## src/rtl/ppu_pkg.sv

```systemverilog
// Shared PPU types and the BG fetch schedule table.
// BG_FETCH_OPT_EN enables the offset-per-tile fetch slots in modes 2, 4 and 6.
package ppu_pkg;

  localparam logic [2:0] VRAM_SEL_NONE = 3'd4;

`ifdef BG_FETCH_OPT_EN
  localparam logic OPT_EN = 1'b1;
`else
  localparam logic OPT_EN = 1'b0;
`endif

  localparam logic [2:0] LM_OPT2 = 3'b000;
  localparam logic [2:0] LM_OPT4 = 3'b100;
  localparam logic [2:0] LM_2BPP = 3'b001;
  localparam logic [2:0] LM_4BPP = 3'b010;
  localparam logic [2:0] LM_8BPP = 3'b011;
  localparam logic [2:0] LM_HI2  = 3'b101;
  localparam logic [2:0] LM_HI4  = 3'b110;

  typedef enum logic [1:0] {
    K_MAP,
    K_DATA,
    K_OPT,
    K_IDLE
  } slot_kind_t;

  typedef struct packed {
    slot_kind_t kind;
    logic [1:0] layer;
    logic [2:0] num;
  } fetch_slot_type;

  typedef struct packed {
    logic [11:0] lmode;
    logic [3:0]  en;
  } layer_cfg_t;

  typedef enum logic [1:0] {
    ST_IDLE,
    ST_FETCH,
    ST_HOLD
  } fetch_state_t;

  function automatic fetch_slot_type mk_slot(
    input slot_kind_t k,
    input logic [1:0] l,
    input logic [2:0] n
  );
    fetch_slot_type s;
    s.kind  = k;
    s.layer = l;
    s.num   = n;
    return s;
  endfunction

  function automatic fetch_slot_type f_idle();
    return mk_slot(K_IDLE, 2'd0, 3'd0);
  endfunction

  function automatic fetch_slot_type f_map(input logic [1:0] l);
    return mk_slot(K_MAP, l, 3'd0);
  endfunction

  function automatic fetch_slot_type f_dat(
    input logic [1:0] l,
    input logic [2:0] n
  );
    return mk_slot(K_DATA, l, n);
  endfunction

  // OPT slots collapse to idle when the feature is built out
  function automatic fetch_slot_type f_opt(
    input logic [1:0] l,
    input logic [2:0] n
  );
    return OPT_EN ? mk_slot(K_OPT, l, n) : f_idle();
  endfunction

  function automatic fetch_slot_type fetch_slot(
    input logic [2:0] mode,
    input logic [2:0] slot
  );
    fetch_slot_type t [8];
    for (int i = 0; i < 8; i++) t[i] = f_idle();
    case (mode)
      3'd0: begin
        for (int i = 0; i < 4; i++) begin
          t[i]   = f_map(2'(i));
          t[i+4] = f_dat(2'(i), 3'd0);
        end
      end
      3'd1: begin
        t[0] = f_map(2'd0);       t[1] = f_map(2'd1);
        t[2] = f_map(2'd2);       t[3] = f_dat(2'd0, 3'd0);
        t[4] = f_dat(2'd0, 3'd2); t[5] = f_dat(2'd1, 3'd0);
        t[6] = f_dat(2'd1, 3'd2); t[7] = f_dat(2'd2, 3'd0);
      end
      3'd2: begin
        t[0] = f_map(2'd0);       t[1] = f_map(2'd1);
        t[2] = f_opt(2'd2, 3'd0); t[3] = f_opt(2'd2, 3'd1);
        t[4] = f_dat(2'd0, 3'd0); t[5] = f_dat(2'd0, 3'd2);
        t[6] = f_dat(2'd1, 3'd0); t[7] = f_dat(2'd1, 3'd2);
      end
      3'd3: begin
        t[0] = f_map(2'd0);       t[1] = f_map(2'd1);
        t[2] = f_dat(2'd0, 3'd0); t[3] = f_dat(2'd0, 3'd2);
        t[4] = f_dat(2'd0, 3'd4); t[5] = f_dat(2'd0, 3'd6);
        t[6] = f_dat(2'd1, 3'd0); t[7] = f_dat(2'd1, 3'd2);
      end
      3'd4: begin
        t[0] = f_map(2'd0);       t[1] = f_map(2'd1);
        t[2] = f_opt(2'd2, 3'd0); t[3] = f_dat(2'd0, 3'd0);
        t[4] = f_dat(2'd0, 3'd2); t[5] = f_dat(2'd0, 3'd4);
        t[6] = f_dat(2'd0, 3'd6); t[7] = f_dat(2'd1, 3'd0);
      end
      3'd5: begin
        t[0] = f_map(2'd0);       t[1] = f_map(2'd1);
        t[2] = f_dat(2'd0, 3'd0); t[3] = f_dat(2'd0, 3'd1);
        t[4] = f_dat(2'd0, 3'd2); t[5] = f_dat(2'd0, 3'd3);
        t[6] = f_dat(2'd1, 3'd0); t[7] = f_dat(2'd1, 3'd1);
      end
      3'd6: begin
        t[0] = f_map(2'd0);       t[1] = f_opt(2'd2, 3'd0);
        t[2] = f_opt(2'd2, 3'd1); t[3] = f_dat(2'd0, 3'd0);
        t[4] = f_dat(2'd0, 3'd1); t[5] = f_dat(2'd0, 3'd2);
        t[6] = f_dat(2'd0, 3'd3);
      end
      default: ;
    endcase
    return t[slot];
  endfunction

  // lmode packs BG4..BG1 from msb to lsb
  function automatic layer_cfg_t layer_cfg(input logic [2:0] mode);
    layer_cfg_t c;
    c.lmode = '0;
    c.en    = '0;
    case (mode)
      3'd0: begin
        c.lmode = {LM_2BPP, LM_2BPP, LM_2BPP, LM_2BPP};
        c.en    = 4'b1111;
      end
      3'd1: begin
        c.lmode = {3'b000, LM_2BPP, LM_4BPP, LM_4BPP};
        c.en    = 4'b0111;
      end
      3'd2: begin
        c.lmode = {3'b000, LM_OPT2, LM_4BPP, LM_4BPP};
        c.en    = {1'b0, OPT_EN, 2'b11};
      end
      3'd3: begin
        c.lmode = {3'b000, 3'b000, LM_4BPP, LM_8BPP};
        c.en    = 4'b0011;
      end
      3'd4: begin
        c.lmode = {3'b000, OPT_EN ? LM_OPT4 : LM_OPT2,
                   LM_2BPP, LM_8BPP};
        c.en    = {1'b0, OPT_EN, 2'b11};
      end
      3'd5: begin
        c.lmode = {3'b000, 3'b000, LM_HI2, LM_HI4};
        c.en    = 4'b0011;
      end
      3'd6: begin
        c.lmode = {3'b000, LM_OPT2, 3'b000, LM_HI4};
        c.en    = {1'b0, OPT_EN, 1'b0, 1'b1};
      end
      default: ;
    endcase
    return c;
  endfunction

endpackage

```

## src/rtl/bg_fetch_decode.sv

```systemverilog
// Combinational slot decoder: schedule entry to per-layer strobes.
// Honours BG_FETCH_OPT_EN through the shared schedule table.
module bg_fetch_decode
  import ppu_pkg::*;
(
  input  logic [2:0]  mode_i,
  input  logic [2:0]  slot_i,
  input  logic        active_i,
  output logic [3:0]  fetch_map_o,
  output logic [3:0]  fetch_data_o,
  output logic [11:0] fetch_num_o,
  output logic [2:0]  vram_sel_o
);

  fetch_slot_type s;
  logic           hit;

  always_comb begin
    s            = fetch_slot(mode_i, slot_i);
    hit          = active_i && (s.kind != K_IDLE);
    fetch_map_o  = '0;
    fetch_data_o = '0;
    fetch_num_o  = '0;
    vram_sel_o   = VRAM_SEL_NONE;
    if (hit) begin
      vram_sel_o = {1'b0, s.layer};
      for (int i = 0; i < 4; i++) begin
        if (s.layer == 2'(i)) begin
          fetch_map_o[i]       = (s.kind != K_DATA);
          fetch_data_o[i]      = (s.kind == K_DATA);
          fetch_num_o[i*3 +: 3] = s.num;
        end
      end
    end
  end

endmodule

```

## src/rtl/bg_fetch_sched.sv

```systemverilog
// Per-scanline BG VRAM fetch scheduler: line FSM, fetch-x counter, slot decode.
// BG_FETCH_OPT_EN enables the OPT map slots of modes 2, 4 and 6.
module bg_fetch_sched
  import ppu_pkg::*;
#(
  parameter int LINE_DOTS = 264
) (
  input  logic        clk,
  input  logic        reset_n,
  input  logic        dot_en,
  input  logic        line_start,
  input  logic [7:0]  y_in,
  input  logic [2:0]  bg_mode,
  input  logic        force_blank,
  output logic [8:0]  x,
  output logic [7:0]  y,
  output logic        newline,
  output logic [11:0] layer_mode,
  output logic [3:0]  layer_en,
  output logic [3:0]  fetch_map,
  output logic [3:0]  fetch_data,
  output logic [11:0] fetch_data_num,
  output logic [2:0]  vram_sel,
  output logic        vram_free
);

  localparam logic [8:0] X_LAST = 9'(LINE_DOTS - 1);

  fetch_state_t state_q, state_d;
  logic [8:0]   x_q, x_d;
  logic [7:0]   y_q, y_d;
  logic [2:0]   mode_q, mode_d;
  layer_cfg_t   cfg;
  logic         active;

  always_ff @(posedge clk) begin
    if (!reset_n) begin
      state_q <= ST_IDLE;
      x_q     <= '0;
      y_q     <= '0;
      mode_q  <= '0;
    end else begin
      state_q <= state_d;
      x_q     <= x_d;
      y_q     <= y_d;
      mode_q  <= mode_d;
    end
  end

  // A line start restarts the window from any state
  always_comb begin
    state_d = state_q;
    x_d     = x_q;
    y_d     = y_q;
    mode_d  = mode_q;
    if (dot_en) begin
      if (line_start) begin
        state_d = ST_FETCH;
        x_d     = '0;
        y_d     = y_in;
        mode_d  = bg_mode;
      end else if (state_q == ST_FETCH) begin
        if (x_q == X_LAST) state_d = ST_HOLD;
        else               x_d     = x_q + 9'd1;
      end
    end
  end

  assign active  = (state_q == ST_FETCH) && !force_blank;
  assign cfg     = layer_cfg(mode_q);
  assign x       = x_q;
  assign y       = y_q;
  assign newline = reset_n && dot_en && line_start;

  assign layer_mode = (state_q != ST_IDLE) ? cfg.lmode : '0;
  assign layer_en   = (state_q != ST_IDLE) ? cfg.en    : '0;

  bg_fetch_decode u_dec (
    .mode_i       (mode_q),
    .slot_i       (x_q[2:0]),
    .active_i     (active),
    .fetch_map_o  (fetch_map),
    .fetch_data_o (fetch_data),
    .fetch_num_o  (fetch_data_num),
    .vram_sel_o   (vram_sel)
  );

  assign vram_free = (vram_sel == VRAM_SEL_NONE);

endmodule

```

## config.mk

```make
export PLATFORM = sky130hd
export DESIGN_NAME = bg_fetch_sched
export DESIGN_NICKNAME = d
export VERILOG_FILES = /design/src/rtl/ppu_pkg.sv /design/src/rtl/bg_fetch_decode.sv /design/src/rtl/bg_fetch_sched.sv
export SDC_FILE = /design/constraint.sdc
export NUM_CORES = 1
export LEC_CHECK = 0
export BUFFER_PORTS_ARGS = -buffer_cell sky130_fd_sc_hd__buf_2
export CAP_MARGIN = 20
export CORE_MARGIN = 1
export CORE_UTILIZATION = 43
export CTS_CLUSTER_SIZE = 24
export DETAILED_ROUTE_END_ITERATION = 6
export PLACE_DENSITY = 0.77
export REMOVE_ABC_BUFFERS = 1
export SLEW_MARGIN = 25
export SYNTH_ARGS = -nofsm -noshare
export SYNTH_HDL_FRONTEND = slang
export SYNTH_SLANG_ARGS = --single-unit
```

## constraint.sdc

```tcl
create_clock -name clk -period 1.5 [get_ports clk]
set_clock_uncertainty 0.1 [all_clocks]
set_input_delay 0.075 -clock clk [delete_from_list [all_inputs] [get_ports clk]]
set_output_delay 0.075 -clock clk [all_outputs]
set_load 0.01 [all_outputs]
```

; ---- Yosys cells after proc, flatten, opt, wreduce, memory -nomap -nowiden
; Cells that the tools add are included.
[op_classes]
add_sub_neg = 1
mul = 0
div_mod_pow = 0
order_cmp = 1
eq_ne = 16
n_shift = 0
muxes = 30
bitwise = 1
n_reduce_logical = 14
[ops]
columns = cell, count
row1 = 49-bit one-hot mux with 7 select lines, 1
row2 = 14-bit one-hot mux with 7 select lines, 1
row3 = 7-bit one-hot mux with 5 select lines, 1
row4 = 9-bit 2-to-1 mux, 3
row5 = 12-bit 2-to-1 mux, 2
row6 = 7-bit binary-select mux with 3-bit select, 1
row7 = 3-bit 2-to-1 mux, 5
row8 = 7-bit 2-to-1 mux, 2
row9 = "3-bit equality test, second input constant", 4
row10 = 4-bit 2-to-1 mux, 3
row11 = "9-bit by 1-bit adder with 9-bit output, second input constant", 1
row12 = "9-bit equality test, second input constant", 1
row13 = 1-bit 2-to-1 mux, 8
row14 = "2-bit by 1-bit equality test with 1-bit output, second input constant", 3
row15 = "3-bit by 2-bit equality test with 1-bit output, second input constant", 2
row16 = 2-bit 2-to-1 mux, 3
row17 = 3-bit AND reduction, 2
row18 = 2-bit nonzero test, 3
row19 = "2-bit equality test, second input constant", 2
row20 = "4-bit greater-or-equal comparator, second input constant", 1
row21 = 1-bit logical AND, 4
row22 = "2-bit inequality test, second input constant", 2
row23 = 3-bit inverter with 4-bit output, 1
row24 = "3-bit by 1-bit equality test with 1-bit output, second input constant", 1
row25 = other kinds (6), 6
[totals]
ff_bits = 22
latch_bits = 0
mem_bits_rw = 0
romBits = 0
inputBits = 16
mem_count = 0

; ---- Logic depth before layout (Yosys ltp)
; Gate-level depths: netlist of run 1.
[depth]
ltp_word = 10
depth_mapped = 6
depth_no_buf = 5

; ---- Modules after synthesis
; Synthesis of run 1 repeated with hierarchy kept, for this count alone.
[unflattened]
hier_cells = 263
area_unflattened_um2 = 2042.0
[by_module_without_submodules]
columns = module, instances, cells_per_inst, area_each_um2, seq_area_each_um2
row1 = bg_fetch_sched, 1, 157, 1239.9, 440.4
row2 = bg_fetch_decode, 1, 106, 802.0, 0.0

; ---- Worst setup path after synthesis of run 1
; OpenSTA, ideal clock, no wires.
[synth_timing]
path_kind = reg2out
from = register x_q[0] (netlist: x[0])
to = output port fetch_data[1]
arrival_time_ns = 1.597
slack_ns = -0.272
path_stages_with_launch = 6
cell_sequence = dfxtp_1 -> buf_2 -> or4b_1 -> o31a_1 -> o211a_1 -> nor3_1
[synth_between]
elab_chain_len = 7
[synth_lines]
columns = item, line
row1 = "start, declared", bg_fetch_sched.sv:30  ; logic [8:0] x_q, x_d;
row2 = "start signal, assigned", bg_fetch_sched.sv:39  ; x_q <= '0;
row3 = "start signal, assigned", bg_fetch_sched.sv:44  ; x_q <= x_d;
row4 = 3-bit inverter with 4-bit output (implied by the code) (*), ppu_pkg.sv:131  ; return t[slot];
row5 = 7-bit binary-select mux with 3-bit select (*), ppu_pkg.sv:131
row6 = 7-bit 2-to-1 mux (implied by the code) (*) (2 in series), ppu_pkg.sv:131
row7 = 2-bit by 1-bit equality test with 1-bit output (tied with other cells), bg_fetch_decode.sv:30  ; fetch_data_o[i] = (s.kind == K_DATA);
row8 = 1-bit 2-to-1 mux / 1-bit logical AND (equally long branches), "bg_fetch_decode.sv:28, bg_fetch_decode.sv:20"
row9 = 4-bit 2-to-1 mux (*), bg_fetch_decode.sv:25  ; if (hit) begin
row10 = "end, declared", bg_fetch_sched.sv:21  ; output logic [3:0] fetch_data,
; Every way passes the cells marked *; elsewhere a longest branch is shown, timed or not. The select of a mux whose other input is x is not followed.

; ---- Worst setup path in the final report of run 1
[layout_timing]
from = register x_q[0] (netlist: x[0])
to = output port fetch_data[2]
[layout_between]
elab_chain_len = 7
[layout_lines]
columns = item, line
row1 = 3-bit inverter with 4-bit output (implied by the code) (*), ppu_pkg.sv:131
row2 = 7-bit binary-select mux with 3-bit select (*), ppu_pkg.sv:131
row3 = 7-bit 2-to-1 mux (implied by the code) (*) (2 in series), ppu_pkg.sv:131
row4 = 2-bit by 1-bit equality test with 1-bit output (tied with other cells), bg_fetch_decode.sv:30
row5 = 1-bit 2-to-1 mux / 1-bit logical AND (equally long branches), "bg_fetch_decode.sv:28, bg_fetch_decode.sv:20"
row6 = 4-bit 2-to-1 mux (*), bg_fetch_decode.sv:25
; Marked as above.

==> flow_summary.yaml, run 1 <==
placement:
  placement.cell_area_mm2: 0.00217
  dp.final_hpwl_mm: 3.16
  gp_congestion: 0.888
  placed_cells: 348
  port_buffers: 62
  pre_cts_ws_ns: -0.304
power_and_ir_drop:
  ir_drop_v: 0.000595
  cellPowerDensity_mw_per_mm2: 468
  finalPower_mw: 1.37
  power_leakage_nw: 1.26
finish:
  antenna_cells: 0
  postLayoutCellArea_mm2: 0.00294
  final_cells: 388
  drive_gt1_share_pct: 53.8
  num-fill-cells: 224
  area_delta_synth_final_pct: 79.1
  multiInputGateArea_mm2: 0.00134
  regArea_um2: 460
  post-route-util_pct: 80.2
  final_net_count: 359
clock_network:
  cts_tree: "built"
  cts_buffers: 3
  cts-root-buf: "clkbuf_8"
  path_clk_slew_ns: 0.08
  clk_latency_ns: 0.27
  cts_sinks: 22
  h-tree-depth: 1
  cts_buffer_depth: 2
route:
  vias: 2096
  ant_nets: 0
  wire_per_inst_um: 16.2
  first_pass_iters: 4
  via_per_inst: 5.40
  initialDrtViolationCount: 130
  drc_errors: 0
  wl_mm: 6.29
yosys:
  yosys_most_used_dff: "dfxtp_1"
  synth_commonest_cells: "nand2_1, dfxtp_1, nor2_1, buf_4, nor3_1"
  ys_warn_count: 0
  ys_ff_latch: 22
  netlist_area_mm2: 0.00164
  synth_cell_types: 49
  synth-seq-area-share_pct: 26.8
  synth_edf_count: 0
  yosysTopAreaCell: "dfxtp_1"
  synth_area_leaders: "dfxtp_1, buf_4, nand2_1, a21boi_0, nor2_1"
  yosysMostFrequentCell: "nand2_1"
  synth.avg_cell_area_um2: 7.56
  yosysTopAreaCellShare_pct: 26.8
  synthArstFlopShare_pct: 0
  netlist_instances: 217
floorplan:
  die-height_um: 63.8
  start_util_pct: 44.8
  fp.dieArea_mm2: 0.00407
  dieWidth_um: 63.8
  io_pins: 74
  row_count: 22
  design.core.area_mm2: 0.00366
global_route:
  grt.total_usage_pct: 27.8
  grt_max_degree: 18
  overflow: 0
  first_global_vias: 1906
  antenna_found_initial: 0
  grt_pass1_wl_mm: 8.99
sta:
  hold_viol: 0
  setup_viol_count_final: 37
  timing.final.ws_setup_ns: -0.614
  fin_hold_ws_ns: 0.0427
  fmax_mhz: 473
  rsz0062_at_grt: "yes"
  report.final.slew_viol_count: 0
  worst_pin_slew_ns: 0.564
  fin_crit_ns: 2.11
  finalCritPeriodShare_pct: 141
  fin_tns_setup_ns: -11.45
  relSlewSlack_pct: 62.2
worst_setup_path:
  endpoint_kind: "primary output"
  critPathLaunchType: "flip-flop"
  cpPeakStageDelay_ns: 0.45
  worstPathMaxFanout: 6
  crit_chain: "buf_6 > or4b_4 > o31a_1 > o211ai_1 > nor3_1 > buf_2"
  slowest_stage: "or4b_4"
  worstPathRequired_ns: 1.32
  path_class: "reg2out"
  arrival_ns: 1.94
status:
  status: "finished with violations"
  failed_checks: "negative setup slack"
job:
  max_cap_violations: 0
hold_path:
  hold_path.class: "in2reg"
logic make-up (layout without fill, tap and decap cells):
kind of cell | Yosys count | count (layout) | share of synthesized area, %
buf+inv | 34 | 147 | 12.1
xor+xnor | 12 | 12 | 6.41
simple gates | 101 | 101 | 31.9
mux | 3 | 3 | 1.83
fa+ha+maj | 1 | 1 | 0.763
other cells | 1 | 11 | 0.229
flops | 22 | 22 | 26.8
compound gates | 43 | 43 | 20.0
routing by layer:
metal / global-route usage [%] / vias to the layer above / routed length, µm
li1: - / 985 / -
met1: 32.1 / 975 / 2450
met2: 51.5 / 107 / 3250
met3: 3.57 / 29 / 295
met4: 10.5 / 0 / 284
met5: 0 / - / 0
repair_timing:
action	in CTS	in global routing
pin swaps	32	31
buffers inserted	14	14
hold endpoints to repair	11	0
gates resized for setup	51	48
cloned	0	1
hold buffers	11	0
setup endpoints to repair	34	37
flip-flops by register name (all words and copies together), names as in the netlist:
signal	flops
x	9
y	8
mode_q	3
state_q	2
cell usage in the layout (no fill, tap or decap), types with 3 or more instances in the layout:
cell type,count
o21ai_1,4
nor3_2,8
nor3_1,5
nand3_2,3
nand3b_1,4
dfxtp_2,4
dlygate4sd3_1,11
buf_4,49
nand2_1,32
o21ai_0,4
nand4_1,4
xnor2_1,7
buf_2,60
buf_6,17
nor2_4,3
a21boi_0,11
conb_1,11
nor2_1,18
clkbuf_8,3
inv_1,4
dfxtp_1,14
xor2_1,3
dfxtp_4,4
a211oi_4,3
power by group:
| part | internal (mW) | switching (mW) |
|---|---|---|
| clock | 0.180 | 0.193 |
| sequential | 0.597 | 0.0172 |
| combinational | 0.186 | 0.200 |
| total | 0.963 | 0.410 |
worst paths after layout:
path	from	end	slack [ns]	cells after the start
worst max-delay path	x[0]	fetch_data[2]	-0.61	6
worst min-delay path	line_start	x[1]	0.04	3
worst min register to register	y[4]	y[4]	0.37	2
worst max register to register	x[0]	x[7]	-0.25	7
final cells by class:
| class | instances | area share (%) |
|---|---|---|
| clock buffer | 3 | 1.41 |
| inverter | 4 | 0.511 |
| multi-input combinational | 171 | 45.7 |
| sequential | 22 | 15.7 |
| tap | 48 | 2.04 |
| timing repair buffer | 140 | 34.7 |
critical path, delay by kind of cell (launching register included):
kind / cells / cell delay (ns)
simple gates: 2 / 0.57
flops: 1 / 0.38
buf+inv: 2 / 0.28
compound gates: 2 / 0.44
No activity file was read; power rests on OpenSTA's default activity.
==> run 2, diff against run 1 <==
--- a/config.mk
+++ b/config.mk
@@ -8,7 +8,7 @@
 export BUFFER_PORTS_ARGS = -buffer_cell sky130_fd_sc_hd__buf_2
 export CAP_MARGIN = 20
 export CORE_MARGIN = 1
-export CORE_UTILIZATION = 43
+export CORE_UTILIZATION = 45
 export CTS_CLUSTER_SIZE = 24
 export DETAILED_ROUTE_END_ITERATION = 6
 export PLACE_DENSITY = 0.77
==> constraint.sdc (replaced) <==
create_clock -name clk -period 2.08 [get_ports clk]
set_clock_uncertainty 0.1 [all_clocks]
set_input_delay 0.104 -clock clk [delete_from_list [all_inputs] [get_ports clk]]
set_output_delay 0.104 -clock clk [all_outputs]
set_load 0.01 [all_outputs]
==> flow_summary.yaml, run 2 (synthesis results as in run 1) <==
global_route:
  overflow: 0
  grt.total_usage_pct: 21.6
  grt_pass1_wl_mm: 7.00
  antenna_found_initial: 0
  grt_max_degree: 21
  first_global_vias: 1554
sta:
  setup_viol_count_final: 11
  finalCritPeriodShare_pct: 106
  fmax_mhz: 455
  fin_crit_ns: 2.20
  fin_tns_setup_ns: -0.697
  report.final.slew_viol_count: 0
  timing.final.ws_setup_ns: -0.120
  worst_pin_slew_ns: 0.574
  relSlewSlack_pct: 61.6
  rsz0062_at_grt: "yes"
  hold_viol: 0
power_and_ir_drop:
  comb_power_share_pct: 21.0
  p_clk_share_pct: 33.8
  cellPowerDensity_mw_per_mm2: 422
  switching_power_uw: 256
  seqPwrFrac_pct: 45.2
  power_leakage_nw: 1.03
  ir_drop_v: 0.000403
  internal_power_uw: 721
  swShare_pct: 26.2
  finalPower_uw: 978
finish:
  post-route-util_pct: 67.8
  largest_reg_flops: 9
  final_cells: 343
  num-fill-cells: 315
  final_common_cell: "buf_2"
  antenna_cells: 0
  final_net_count: 315
  drive_gt1_share_pct: 37.7
  final_cell_mix: "buf_2, nand2_1, nor2_1, buf_4, dfxtp_1"
  area_delta_synth_final_pct: 41.3
placement:
  gp_congestion: 0.829
  dp.final_hpwl_mm: 2.70
  pre_cts_ws_ns: 0.173
  port_buffers: 62
  placed_cells: 314
status:
  status: "finished with violations"
  failed_checks: "negative setup slack"
worst_setup_path:
  critPathLaunchType: "flip-flop"
  worstPathMaxFanout: 3
  reg2reg_from: "x[0]"
  worst_r2r_endpoint: "x[1]"
  ff2ff_setup_slack_ns: 0.30
  worstPathRequired_ns: 1.88
  crit_start: "state_q[0]"
  endpoint_kind: "primary output"
  path_class: "reg2out"
  reg2reg_depth: 6
  arrival_ns: 2.00
hold_path:
  hold_path.class: "in2reg"
  holdPathStages: 3
  min_to: "x[0]"
  hp-start: "dot_en"
route:
  first_pass_iters: 4
  wire_per_inst_um: 12.5
  ant_nets: 0
  vias: 1780
  wl_mm: 4.30
  initialDrtViolationCount: 107
  via_per_inst: 5.19
  drc_errors: 0
floorplan:
  io_pins: 74
  die-height_um: 62.4
  start_util_pct: 48.0
  dieWidth_um: 62.4
  row_count: 21
  fp.dieArea_mm2: 0.00389
  design.core.area_mm2: 0.00342
clock_network:
  cts_buffers: 3
  path_clk_slew_ns: 0.13
  cts_buffer_depth: 2
  cts-root-buf: "clkbuf_4"
  clk_latency_ns: 0.32
  h-tree-depth: 1
  cts_sinks: 22
  cts_tree: "built"
job:
  max_cap_violations: 0
[run 2: cell types whose count changed in the layout (fill, tap and decap cells not counted), sizes merged]
cell          previous run  this run
buf                    129        83
dlygate4sd3             11        12
bufinv                   0         1
dlymetal6s2s             0         1
[run 2: how the worst max path moves through the flow]
stage                        end  cells past startpoint
2_1_floorplan               x[1]                      5
3_3_place_gp       fetch_data[2]                      5
3_5_place_dp   fetch_data_num[1]                      6
4_1_cts            fetch_data[2]                      5
5_1_grt        fetch_data_num[3]                      6
6_report       fetch_data_num[3]                      6
[run 2: what timing repair did]
| item | in CTS | in global routing |
|---|---|---|
| hold buffers | 12 | 0 |
| gates resized for setup | 13 | 16 |
| buffers inserted | 6 | 7 |
| pin swaps | 9 | 10 |
| endpoints found under the hold margin | 13 | 0 |
| setup endpoints to repair | 14 | 15 |
[run 2: metrics by stage]
step | instance area (µm²) | hold WS, ns
floorplan | 1500 | 0.143
global placement | 1940 | 0.255
detailed placement | 1940 | 0.262
CTS | 2190 | 0.0275
global route | 2320 | 0.0307
finish | 2320 | 0.0282
[run 2: metal layers]
| layer | routed length [µm] | track usage, % | vias to the layer above |
|---|---|---|---|
| met2 | 2120 | 36.3 | 63 |
| met5 | 0 | 0 | - |
| li1 | - | - | 909 |
| met3 | 209 | 2.01 | 7 |
| met1 | 1910 | 28.3 | 801 |
| met4 | 68 | 8.72 | 0 |
[run 2: cell type report]
type                            instances  area (µm²)  area share (%)
Clock buffer                            3        22.5           0.972
Tap cell                               46        57.6            2.48
Multi-Input combinational cell        171        1110            47.8
Inverter                                4        15.0           0.648
Clock inverter                          1        30.0            1.30
Timing Repair Buffer                   96         627            27.1
Sequential cell                        22         458            19.8
[run 2: worst max-delay path: stages, from the launching register on]
cell      delay, ns
dfxtp_2        0.36
or3b_4         0.39
a311oi_4       0.27
buf_4          0.17
nand4_1        0.15
nor3_2         0.18
buf_2          0.15
[run 2: power by group through the flow]
stage / combinational [mW] / sequential, mW / clock, mW
floorplan: 0.0805 / 0.465 / 0
global placement: 0.156 / 0.456 / 0
detailed placement: 0.159 / 0.456 / 0
CTS: 0.183 / 0.446 / 0.336
global route: 0.226 / 0.445 / 0.354
finish: 0.205 / 0.442 / 0.331
==> run 3, diff against run 2 <==
--- a/config.mk
+++ b/config.mk
@@ -7,6 +7,7 @@
 export LEC_CHECK = 0
 export BUFFER_PORTS_ARGS = -buffer_cell sky130_fd_sc_hd__buf_2
 export CAP_MARGIN = 20
+export CORE_ASPECT_RATIO = 1.75
 export CORE_MARGIN = 1
 export CORE_UTILIZATION = 45
 export CTS_CLUSTER_SIZE = 24
==> flow_summary.yaml, run 3 (synthesis results as in run 1) <==
status:
  status: "finished with violations"
  failed_checks: "negative setup slack"
sta:
  timing.final.ws_setup_ns: -0.0533
  worst_pin_slew_ns: 0.587
  hold_viol: 0
  fmax_mhz: 469
  finalCritPeriodShare_pct: 103
  setup_viol_count_final: 3
  report.final.slew_viol_count: 0
  fin_hold_ws_ns: 0.0109
  rsz0062_at_grt: "yes"
  fin_crit_ns: 2.13
  relSlewSlack_pct: 60.7
route:
  drc_errors: 0
  wl_mm: 4.68
  top_layer: "met4"
  first_pass_iters: 4
  wl_met1_mm: 1.76
  vias: 1839
  wl_met3_um: 192
  via_per_inst: 5.36
  met2_length_mm: 2.63
  initialDrtViolationCount: 69
  ant_nets: 0
  wire_per_inst_um: 13.6
clock_network:
  cts-root-buf: "clkbuf_8"
  cts_buffers: 3
  cts_sinks: 22
  h-tree-depth: 1
  cts_buffer_depth: 2
  clk_latency_ns: 0.25
  path_clk_slew_ns: 0.07
  cts_tree: "built"
worst_setup_path:
  crit_chain: "buf_2 > or4bb_1 > o21ai_0 > nand4_1 > nor3_2 > buf_2"
  endpoint_kind: "primary output"
  path_class: "reg2out"
  arrival_ns: 1.93
  cpLargestDelayFamily: "simple AND/OR/NAND/NOR gates"
  worstPathRequired_ns: 1.88
  slowest_stage: "or4bb_1"
  crit_top_cell: "buf_2"
  critPathLaunchType: "flip-flop"
  reg2reg_depth: 7
  path_buf_inv: 2
  worstPathMaxFanout: 10
  crit_cells: 6
  cpPeakStageDelay_ns: 0.50
global_route:
  antenna_found_initial: 0
  first_global_vias: 1624
  grt_pass1_wl_mm: 6.71
  grt.total_usage_pct: 23.0
  overflow: 0
  grt_max_degree: 18
placement:
  gp_congestion: 0.762
  dp.final_hpwl_mm: 2.92
  port_buffers: 62
power_and_ir_drop:
  finalPower_uw: 935
  p_clk_share_pct: 31.4
  seqPwrFrac_pct: 47.3
  swShare_pct: 26.6
  power_leakage_nw: 1.02
  comb_power_share_pct: 21.3
  ir_drop_v: 0.000461
  switching_power_uw: 249
  internal_power_uw: 686
  cellPowerDensity_mw_per_mm2: 408
hold_path:
  holdPathStages: 3
  hold_path.class: "in2reg"
floorplan:
  die-height_um: 81.9
  start_util_pct: 47.8
  fp.dieArea_mm2: 0.00390
  design.core.area_mm2: 0.00343
  row_count: 28
  dieWidth_um: 47.6
  io_pins: 74
finish:
  antenna_cells: 0
  drive_gt1_share_pct: 39.9
  largest_reg_flops: 9
  final_cell_mix: "buf_2, nand2_1, nor2_1, buf_4, dfxtp_1"
  area_delta_synth_final_pct: 39.7
  final_common_cell: "buf_2"
  final_net_count: 316
job:
  max_cap_violations: 0
-- run 3: cell count changes in the layout (fill, tap and decap cells not counted), moves of 2 or more --
cell / before / now
nand2_2: 0 / 2
buf_2: 61 / 64
buf_4: 18 / 20
dlygate4sd3_1: 12 / 8
clkbuf_4: 3 / 1
clkbuf_8: 0 / 4
-- run 3: per-stage QoR --
stage	utilization (%)	cell area, µm²	TNS [ns]	instances	worst slack [ns]
5_1_grt	66.8	2290	-0.731	343	-0.162
2_1_floorplan	-	1500	-0.0262	197	-0.0205
4_1_cts	61.8	2120	-0.00425	330	-0.00302
3_3_place_gp	56.4	1940	0	314	0.231
6_report	66.8	2290	-0.0998	343	-0.0533
3_5_place_dp	56.4	1940	0	314	0.157
-- run 3: final cells by class --
class	count	area, µm²
multi-input cells	171	1100
fillers	295	1140
flip-flops and latches	22	458
inverters	4	15.0
repair buffers	97	603
well taps	45	56.3
clock buffers	4	55.1
-- run 3: final timing paths --
path | start | end | slack [ns]
worst max-delay path | x[0] | fetch_data_num[0] | -0.05
worst min-delay path | y_in[5] | y[5] | 0.01
worst max register to register | x[0] | x[0] | 0.13
worst min register to register | y[6] | y[6] | 0.36
-- run 3: power by group through the flow --
stage                     Clock, mW  Sequential (mW)  Combinational, mW
after global routing          0.318            0.444              0.218
after detailed placement          0            0.454              0.158
after global placement            0            0.454              0.156
after CTS                     0.304            0.445              0.176
final                         0.294            0.442              0.199
after floorplan                   0            0.465             0.0805
-- run 3: tightest hold or removal path, cell delays in order --
cell and delay, ns:
buf_2 0.10, nand2_1 0.04, a21boi_0 0.07
-- run 3: metal layers --
| metal | vias up | track usage [%] |
|---|---|---|
| met2 | 67 | 45.5 |
| met1 | 862 | 20.7 |
| met4 | 0 | 10.6 |
| met5 | - | 0 |
| met3 | 7 | 3.30 |
| li1 | 903 | - |
-- run 3: what timing repair did --
item,in CTS,in global routing
buffers inserted,2,13
hold buffers,8,0
endpoints found under the setup margin,12,14
gates cloned,2,0
endpoints found under the hold margin,8,0
resized for setup,10,19
pin swaps,7,13
